--- config.mk ---
export PLATFORM = sky130hd
export DESIGN_NAME = md_hazard_ctrl
export DESIGN_NICKNAME = d
export VERILOG_FILES = /design/src/rtl/md_hazard_ctrl_pkg.sv /design/src/rtl/md_hazard_slot.sv /design/src/rtl/md_hazard_ctrl.sv
export SDC_FILE = /design/constraint.sdc
export NUM_CORES = 1
export LEC_CHECK = 0
export ABC_CLOCK_PERIOD_IN_PS = 3000
export CORE_MARGIN = 4
export CORE_UTILIZATION = 51
export CTS_CLUSTER_SIZE = 28
export DETAILED_ROUTE_END_ITERATION = 6
export GPL_TIMING_DRIVEN = 0
export HOLD_SLACK_MARGIN = 0.03
export PLACE_DENSITY = 0.82
export SETUP_SLACK_MARGIN = 0.15
export SLEW_MARGIN = 30
export SYNTH_ARGS = -nofsm -noshare
export SYNTH_HDL_FRONTEND = slang
export SYNTH_SLANG_ARGS = --single-unit
--- constraint.sdc ---
create_clock -name clk -period 3 [get_ports clk]
set_input_delay 0.9 -clock clk [delete_from_list [all_inputs] [get_ports clk]]
set_output_delay 0.9 -clock clk [all_outputs]
set_load 0.01 [all_outputs]
--- src/rtl/md_hazard_ctrl_pkg.sv ---
// Shared constants, slot payload types and comparator helpers for the MDU-side
// hazard controller. Imported by md_hazard_slot and md_hazard_ctrl.
package md_hazard_ctrl_pkg;

    localparam int unsigned REG_AW = 5;
    localparam int unsigned TNEW_W = 2;
    localparam int unsigned FWD_W  = 2;

    // Tuse value meaning "operand not read by this instruction"
    localparam logic [TNEW_W-1:0] TUSE_NONE = 2'd3;

    // Forwarding source selects
    localparam logic [FWD_W-1:0] FWD_RF = 2'd0;
    localparam logic [FWD_W-1:0] FWD_M  = 2'd1;
    localparam logic [FWD_W-1:0] FWD_W_SEL = 2'd2;

    // Destination shadow carried by every pipeline slot
    typedef struct packed {
        logic [REG_AW-1:0] wa;
        logic [TNEW_W-1:0] tnew;
    } slot_t;

    // Extra operand info held only for the E-stage instruction
    typedef struct packed {
        logic [REG_AW-1:0] rs;
        logic [REG_AW-1:0] rt;
        logic              muldiv;
    } e_ops_t;

    // Operand a is needed before a producer in E or M can supply it
    function automatic logic raw_hazard(input logic [REG_AW-1:0] a,
                                        input logic [TNEW_W-1:0] tuse,
                                        input slot_t             e,
                                        input slot_t             m);
        return (a != '0) &&
               (((e.wa == a) && (e.tnew > tuse)) ||
                ((m.wa == a) && (m.tnew > tuse)));
    endfunction

    // Younger ready producer (M) wins over W; $0 is never forwarded
    function automatic logic [FWD_W-1:0] fwd_sel(input logic [REG_AW-1:0] a,
                                                 input slot_t             m,
                                                 input slot_t             w);
        logic [FWD_W-1:0] sel;
        sel = FWD_RF;
        if ((a != '0) && (m.wa == a) && (m.tnew == '0)) begin
            sel = FWD_M;
        end else if ((a != '0) && (w.wa == a)) begin
            sel = FWD_W_SEL;
        end
        return sel;
    endfunction

endpackage

--- src/rtl/md_hazard_slot.sv ---
// One pipeline slot shadow register (wa, tnew).
// Ports: clk, reset (sync, active-high), bubble (load an empty slot),
//        din (incoming slot), q (registered slot).
// DEC selects a saturating tnew decrement as the instruction moves in.
module md_hazard_slot
    import md_hazard_ctrl_pkg::*;
#(
    parameter bit DEC = 1'b1
) (
    input  logic  clk,
    input  logic  reset,
    input  logic  bubble,
    input  slot_t din,
    output slot_t q
);

    // Slot register; tnew counts down to 0 and stays there
    always_ff @(posedge clk) begin
        if (reset || bubble) begin
            q <= '0;
        end else if (DEC && (din.tnew != '0)) begin
            q.wa   <= din.wa;
            q.tnew <= din.tnew - TNEW_W'(1);
        end else begin
            q <= din;
        end
    end

endmodule

--- src/rtl/md_hazard_ctrl.sv ---
// Hazard/stall controller upstream of the MDU in the D->E->M->W pipeline.
// Ports:
//   clk, reset (sync, active-high), req (flush request)
//   d_rs, d_rt, d_tuse_rs, d_tuse_rt, d_wa, d_tnew, d_is_md, d_is_muldiv : D-stage info
//   mdu_busy : MDU busy
//   stall    : freeze PC/FD and bubble E (combinational)
//   md_start : one-cycle MDU start for the mul/div in E (combinational)
//   fwd_rs_d, fwd_rt_d, fwd_rs_e, fwd_rt_e : forward selects (0 RF/E reg, 1 M, 2 W)
module md_hazard_ctrl
    import md_hazard_ctrl_pkg::*;
(
    input  logic              clk,
    input  logic              reset,
    input  logic              req,
    input  logic [REG_AW-1:0] d_rs,
    input  logic [REG_AW-1:0] d_rt,
    input  logic [TNEW_W-1:0] d_tuse_rs,
    input  logic [TNEW_W-1:0] d_tuse_rt,
    input  logic [REG_AW-1:0] d_wa,
    input  logic [TNEW_W-1:0] d_tnew,
    input  logic              d_is_md,
    input  logic              d_is_muldiv,
    input  logic              mdu_busy,
    output logic              stall,
    output logic              md_start,
    output logic [FWD_W-1:0]  fwd_rs_d,
    output logic [FWD_W-1:0]  fwd_rt_d,
    output logic [FWD_W-1:0]  fwd_rs_e,
    output logic [FWD_W-1:0]  fwd_rt_e
);

    slot_t  d_slot;
    slot_t  e_q;
    slot_t  m_q;
    slot_t  w_q;
    e_ops_t e_ops_q;
    logic   e_bubble;

    assign d_slot   = {d_wa, d_tnew};
    // stall already excludes req, so a flush never adds an extra bubble cycle
    assign e_bubble = req | stall;

    md_hazard_slot #(.DEC(1'b0)) u_slot_e (
        .clk    (clk),
        .reset  (reset),
        .bubble (e_bubble),
        .din    (d_slot),
        .q      (e_q)
    );

    md_hazard_slot #(.DEC(1'b1)) u_slot_m (
        .clk    (clk),
        .reset  (reset),
        .bubble (req),
        .din    (e_q),
        .q      (m_q)
    );

    md_hazard_slot #(.DEC(1'b1)) u_slot_w (
        .clk    (clk),
        .reset  (reset),
        .bubble (req),
        .din    (m_q),
        .q      (w_q)
    );

    // E-stage operand addresses and mul/div flag, bubbled with the E slot
    always_ff @(posedge clk) begin
        if (reset || e_bubble) begin
            e_ops_q <= '0;
        end else begin
            e_ops_q <= {d_rs, d_rt, d_is_muldiv};
        end
    end

    // W tnew is always drained by the time it matters; kept only for slot symmetry
    logic unused_w_tnew;
    assign unused_w_tnew = ^w_q.tnew;

    // Stall, MDU start and forwarding selects
    always_comb begin
        md_start = 1'b0;
        stall    = 1'b0;
        fwd_rs_d = FWD_RF;
        fwd_rt_d = FWD_RF;
        fwd_rs_e = FWD_RF;
        fwd_rt_e = FWD_RF;

        md_start = e_ops_q.muldiv && !req;
        stall    = !req &&
                   (raw_hazard(d_rs, d_tuse_rs, e_q, m_q) ||
                    raw_hazard(d_rt, d_tuse_rt, e_q, m_q) ||
                    (d_is_md && (mdu_busy || md_start)));

        fwd_rs_d = fwd_sel(d_rs, m_q, w_q);
        fwd_rt_d = fwd_sel(d_rt, m_q, w_q);
        fwd_rs_e = fwd_sel(e_ops_q.rs, m_q, w_q);
        fwd_rt_e = fwd_sel(e_ops_q.rt, m_q, w_q);
    end

endmodule

Word level (Yosys, flattened, before mapping)
Cells that the tools add are included.
{"block": "op_classes", "n_addsub": 1, "order_cmp": 4, "eq_ne": 10, "muxes": 9, "bitwise_logic": 1, "n_reduce_logical": 35}
{"cell": "5-bit equality test", "n": 10}
{"cell": "1-bit logical AND", "n": 21}
{"cell": "5-bit nonzero test", "n": 4}
{"cell": "2-bit 2-to-1 mux", "n": 9}
{"cell": "2-bit greater-than comparator", "n": 4}
{"cell": "1-bit logical OR", "n": 7}
{"cell": "2-bit logical NOT", "n": 1}
{"cell": "2-bit nonzero test", "n": 1}
{"cell": "2-bit by 1-bit subtractor with 2-bit output (second input constant)", "n": 1}
{"cell": "1-bit logical NOT", "n": 1}
{"cell": "1-bit bitwise OR", "n": 1}
{"block": "word_totals", "regBits": 30, "input_bits": 27, "out_inout_bits": 10, "wordCells": 68}

Logic depth before layout (Yosys ltp)
{"block": "logic_depth", "ltp_word": 9, "depth_mapped": 9, "mapped_depth_nobuf": 7}

Cells and area by module
A second synthesis with hierarchy kept.
{"block": "hier_totals", "cells_unflattened": 184, "area_unflattened_um2": 1909.3}
{"mod": "md_hazard_ctrl", "n_inst": 1, "cells_per_inst": 142, "area_each_um2": 1298.7, "seq_area_each_um2": 220.2}
{"mod": "md_hazard_slot at u_slot_m ...", "n_inst": 2, "cells_per_inst": 14, "area_each_um2": 209.0, "seq_area_each_um2": 140.1}
{"mod": "md_hazard_slot at u_slot_e", "n_inst": 1, "cells_per_inst": 14, "area_each_um2": 192.7, "seq_area_each_um2": 140.1}

Worst setup path after synthesis
OpenSTA, ideal clock, no wires.
{"block": "synth_timing", "kind": "input-to-output", "from": "in d_rt[1]", "to": "out fwd_rt_d[1]", "arrival_ns": 2.292, "required_time_ns": 2.100, "setup_slack_ns": -0.192, "stages": 4, "cell_sequence": "or4_4 o211a_1 and3_1 nor4_1"}
{"block": "synth_via", "elab_chain_cells": 4}
{"element": "start: declaration", "line_no": "md_hazard_ctrl.sv:16", "source": "input logic [REG_AW-1:0] d_rt,"}
{"element": "5-bit equality test (tied with other cells)", "line_no": "md_hazard_ctrl_pkg.sv:48", "source": "end else if ((a != '0) && (w.wa == a)) begin"}
{"element": "1-bit logical AND, on equally long branches", "line_no": "md_hazard_ctrl_pkg.sv:48, md_hazard_ctrl_pkg.sv:46"}
{"element": "2-bit 2-to-1 mux or 1-bit logical AND (tied branches)", "line_no": "md_hazard_ctrl_pkg.sv:48, md_hazard_ctrl_pkg.sv:46"}
{"element": "2-bit 2-to-1 mux *", "line_no": "md_hazard_ctrl_pkg.sv:46", "source": "if ((a != '0) && (m.wa == a) && (m.tnew == '0)) begin"}
{"element": "end: declaration", "line_no": "md_hazard_ctrl.sv:27", "source": "output logic [FWD_W-1:0] fwd_rt_d,"}
Mark *: on every way between the ends. The rest lies on a longest branch, timed or not.

Final worst setup path
{"block": "layout_timing", "from": "in d_rt[4]", "to": "out fwd_rt_d[1]"}
Same word-level chain as after synthesis.

==> impl_results.md <==
* Outcome: complete, but fails checks
* Failing checks: negative setup slack
* Final HPWL DP at 3.147 mm
* Design Power at 0.8685 mW
* Synth top area cells: dfxtp_1, xor2_1, xnor2_1, ha_1, nor3_2
* Pre-CTS WS at -1.045 ns
* Crit path launch: d_rt[4]
* Post-synth EDFFs at 0
* CTS max path bufs at 2
* Post-layout net count at 286
* Async SR Flop Fraction at 0%
* Startpoint types: input pin
* Post-synthesis sequential area ratio at 32.74%
* Core Region at 3416 sq um
* Post-synth cell types at 33
* Post-Syn Area at 1834 sq um
* TritonCTS clock tree: built
* FF-to-FF End: e_ops_q[5]$_SDFF_PP0_
* Count leader, synth: xor2_1
* Crit Path Max Fanout at 2
* Hold Crit Class: reg -> reg
* Layout cell share with drive strength beyond 1 at 30.95%
* CP required at 2.10 ns
* Final slew viol count at 0
* Synth Flop Type: dfxtp_1
* Global placement routability congestion at 0.8423
* CP endpoint kind: output port
* Vias in the first global route at 1447
* IO Port Bufs at 32
* Pwr dens at 350.6 nW/um^2
* Synth warn at 0
* Area grow syn2layout at 35.06%
* Flop-to-flop setup slack at 0.91 ns
* Arrival time at the worst endpoint at 2.21 ns
* Max-cap violations at 0
* DIE WIDTH at 67.97 microns
* Largest area contributor in the netlist: dfxtp_1
* Gr usage total at 21.14%
* CP Capture Point: fwd_rt_d[1]
* Wirelength per Cell at 14.60 microns
* Worst IR Drop VDD at 0.2410 mV
* Top cells by count, synth: xor2_1, dfxtp_1, inv_1, xnor2_1, nor3_1
* H-Tree Depth at 2
* Type of the worst setup path: in -> out
* RSZ-0062 raised after global routing: true
* DRT antenna net count at 0
* Starting Density at 53.70%
* Final setup fails at 3
* Final hold vios at 0
* DR pass1 iterations at 4
* Mapped Cells at 204
* Worst R2R Start: u_slot_e.q[1]$_SDFF_PP0_
* CTS Root Cell: clkbuf_4
* Slew headroom at 67.27%
* Skew-Pair Late Insertion Delay at 0.33 ns
* Row count at 21
* Worst Skew at 0.009437 ns
* Initial antenna violation count at 0
* Worst r2r path cells at 8
* Vias per cell at 5.034
* Routed WL at 4.351 mm
* Mapped Nets at 239
* Final min period at 3.107 ns
* Yosys top cell area share at 32.74%
* Drc violations at 0
* Final Worst Setup Slack at -0.1072 ns
* TritonCTS Buffers at 5
* First-pass GRT wire length at 6.948 mm
* Worst-path clk slew at 0.09 ns
* Setup_tns at -0.2673 ns
* Avg Cell Area, Syn at 8.991 sq um
* Grt ovf at 0
* F_max at 321.8 MHz
* Leak Pwr at 1.153 nW
* DR iter-0 viols at 54
* Final Cycle Share at 103.6%
* IO Count at 37
* Clock Sinks at 30
* Via count at 1500
* Die Height at 67.97 microns
* FF+latch count, synth at 30
* Worst-margin pin slew at 0.4891 ns
* DIE AREA at 4620 sq um
* Antenna Cells at 0
* Pin count of the biggest net entering global routing at 11
repair_timing:
item | in CTS | in global routing
pin swaps | 18 | 8
buffers inserted | 5 | 3
gates resized for setup | 93 | 27
endpoints found under the setup margin | 20 | 9
hold buffers | 0 | 0
placed cells by master (no fill, tap or decap), types with 3 or more instances in the layout:
| cell type | n |
|---|---|
| nand2_1 | 3 |
| inv_1 | 20 |
| dfxtp_1 | 30 |
| clkdlybuf4s50_1 | 13 |
| clkbuf_2 | 6 |
| nand4_1 | 4 |
| nor3_1 | 10 |
| nor3_2 | 11 |
| clkbuf_4 | 7 |
| buf_2 | 9 |
| nor2_1 | 7 |
| buf_6 | 4 |
| xnor2_1 | 19 |
| xor2_1 | 29 |
| ha_1 | 6 |
| buf_4 | 10 |
| or4_1 | 4 |
| nor2b_1 | 3 |
| and2_1 | 10 |
logic make-up (layout without fill, tap and decap cells):
group,after synthesis,in the layout,synth area share [%]
buffers and inverters,35,83,8.595
adders and majority gates,8,8,5.457
DFF,30,30,32.74
and+or+nand+nor,72,72,25.31
AOI/OAI and AO/OA,9,9,4.025
xor gates and xnor gates,50,50,23.87
layout make-up:
cell class                      count  area (sq um)
Buffer                             13         111.4
Sequential cell                    30         600.6
Multi-Input combinational cell    139          1225
Fill cell                         265         938.4
Inverter                           22         82.58
Clock inverter                      1         5.005
Clock buffer                        7         55.05
Timing Repair Buffer               40         340.3
Tap cell                           46         57.56
state kept, by name, summed over array words and instances, names as in the netlist:
register	count
u_slot_w.q	5
u_slot_m.q	7
u_slot_e.q	7
e_ops_q	11
worst max-delay path, cell delays in order:
cell     delay [ns]
buf_8          0.09
or4_4          0.53
o211a_1        0.24
and3_4         0.17
nor4_4         0.11
buf_2          0.16
routing by layer:
| metal | global-route usage, % | vias up | wire length (microns) |
|---|---|---|---|
| met2 | 34.90 | 37 | 2168 |
| met4 | 5.707 | 0 | 44 |
| met3 | 7.225 | 7 | 217 |
| li1 | - | 774 | - |
| met1 | 26.13 | 682 | 1920 |
| met5 | 0 | - | 0 |
power breakdown:
group | total, mW | switching (mW) | leakage (nW) | internal, mW
logic | 0.200 | 0.0946 | 0.874 | 0.106
registers | 0.420 | 0.0108 | 0.244 | 0.409
clock network | 0.248 | 0.135 | 0.0353 | 0.113
per-stage QoR:
stage	instances	hold slack, ns	util [%]	cell area [sq um]
5_1_grt	298	0.4458	72.53	2477
6_report	298	0.4237	72.53	2477
3_5_place_dp	282	0.4221	66.19	2261
3_3_place_gp	282	0.4303	66.19	2261
4_1_cts	295	0.4259	70.22	2399
2_1_floorplan	204	0.3911	-	1883
worst min path at each step:
| stage | from | to | cells past startpoint |
|---|---|---|---|
| CTS | u_slot_e.q[0]$_SDFF_PP0_ | u_slot_m.q[0]$_SDFF_PP0_ | 1 |
| global route | u_slot_e.q[0]$_SDFF_PP0_ | u_slot_m.q[0]$_SDFF_PP0_ | 1 |
| detailed placement | u_slot_e.q[0]$_SDFF_PP0_ | u_slot_m.q[0]$_SDFF_PP0_ | 1 |
| finish | u_slot_e.q[0]$_SDFF_PP0_ | u_slot_m.q[0]$_SDFF_PP0_ | 1 |
| global placement | u_slot_e.q[0]$_SDFF_PP0_ | u_slot_m.q[0]$_SDFF_PP0_ | 1 |
| floorplan | u_slot_e.q[0]$_SDFF_PP0_ | u_slot_m.q[0]$_SDFF_PP0_ | 1 |
Power figures use the tool's default switching activity.
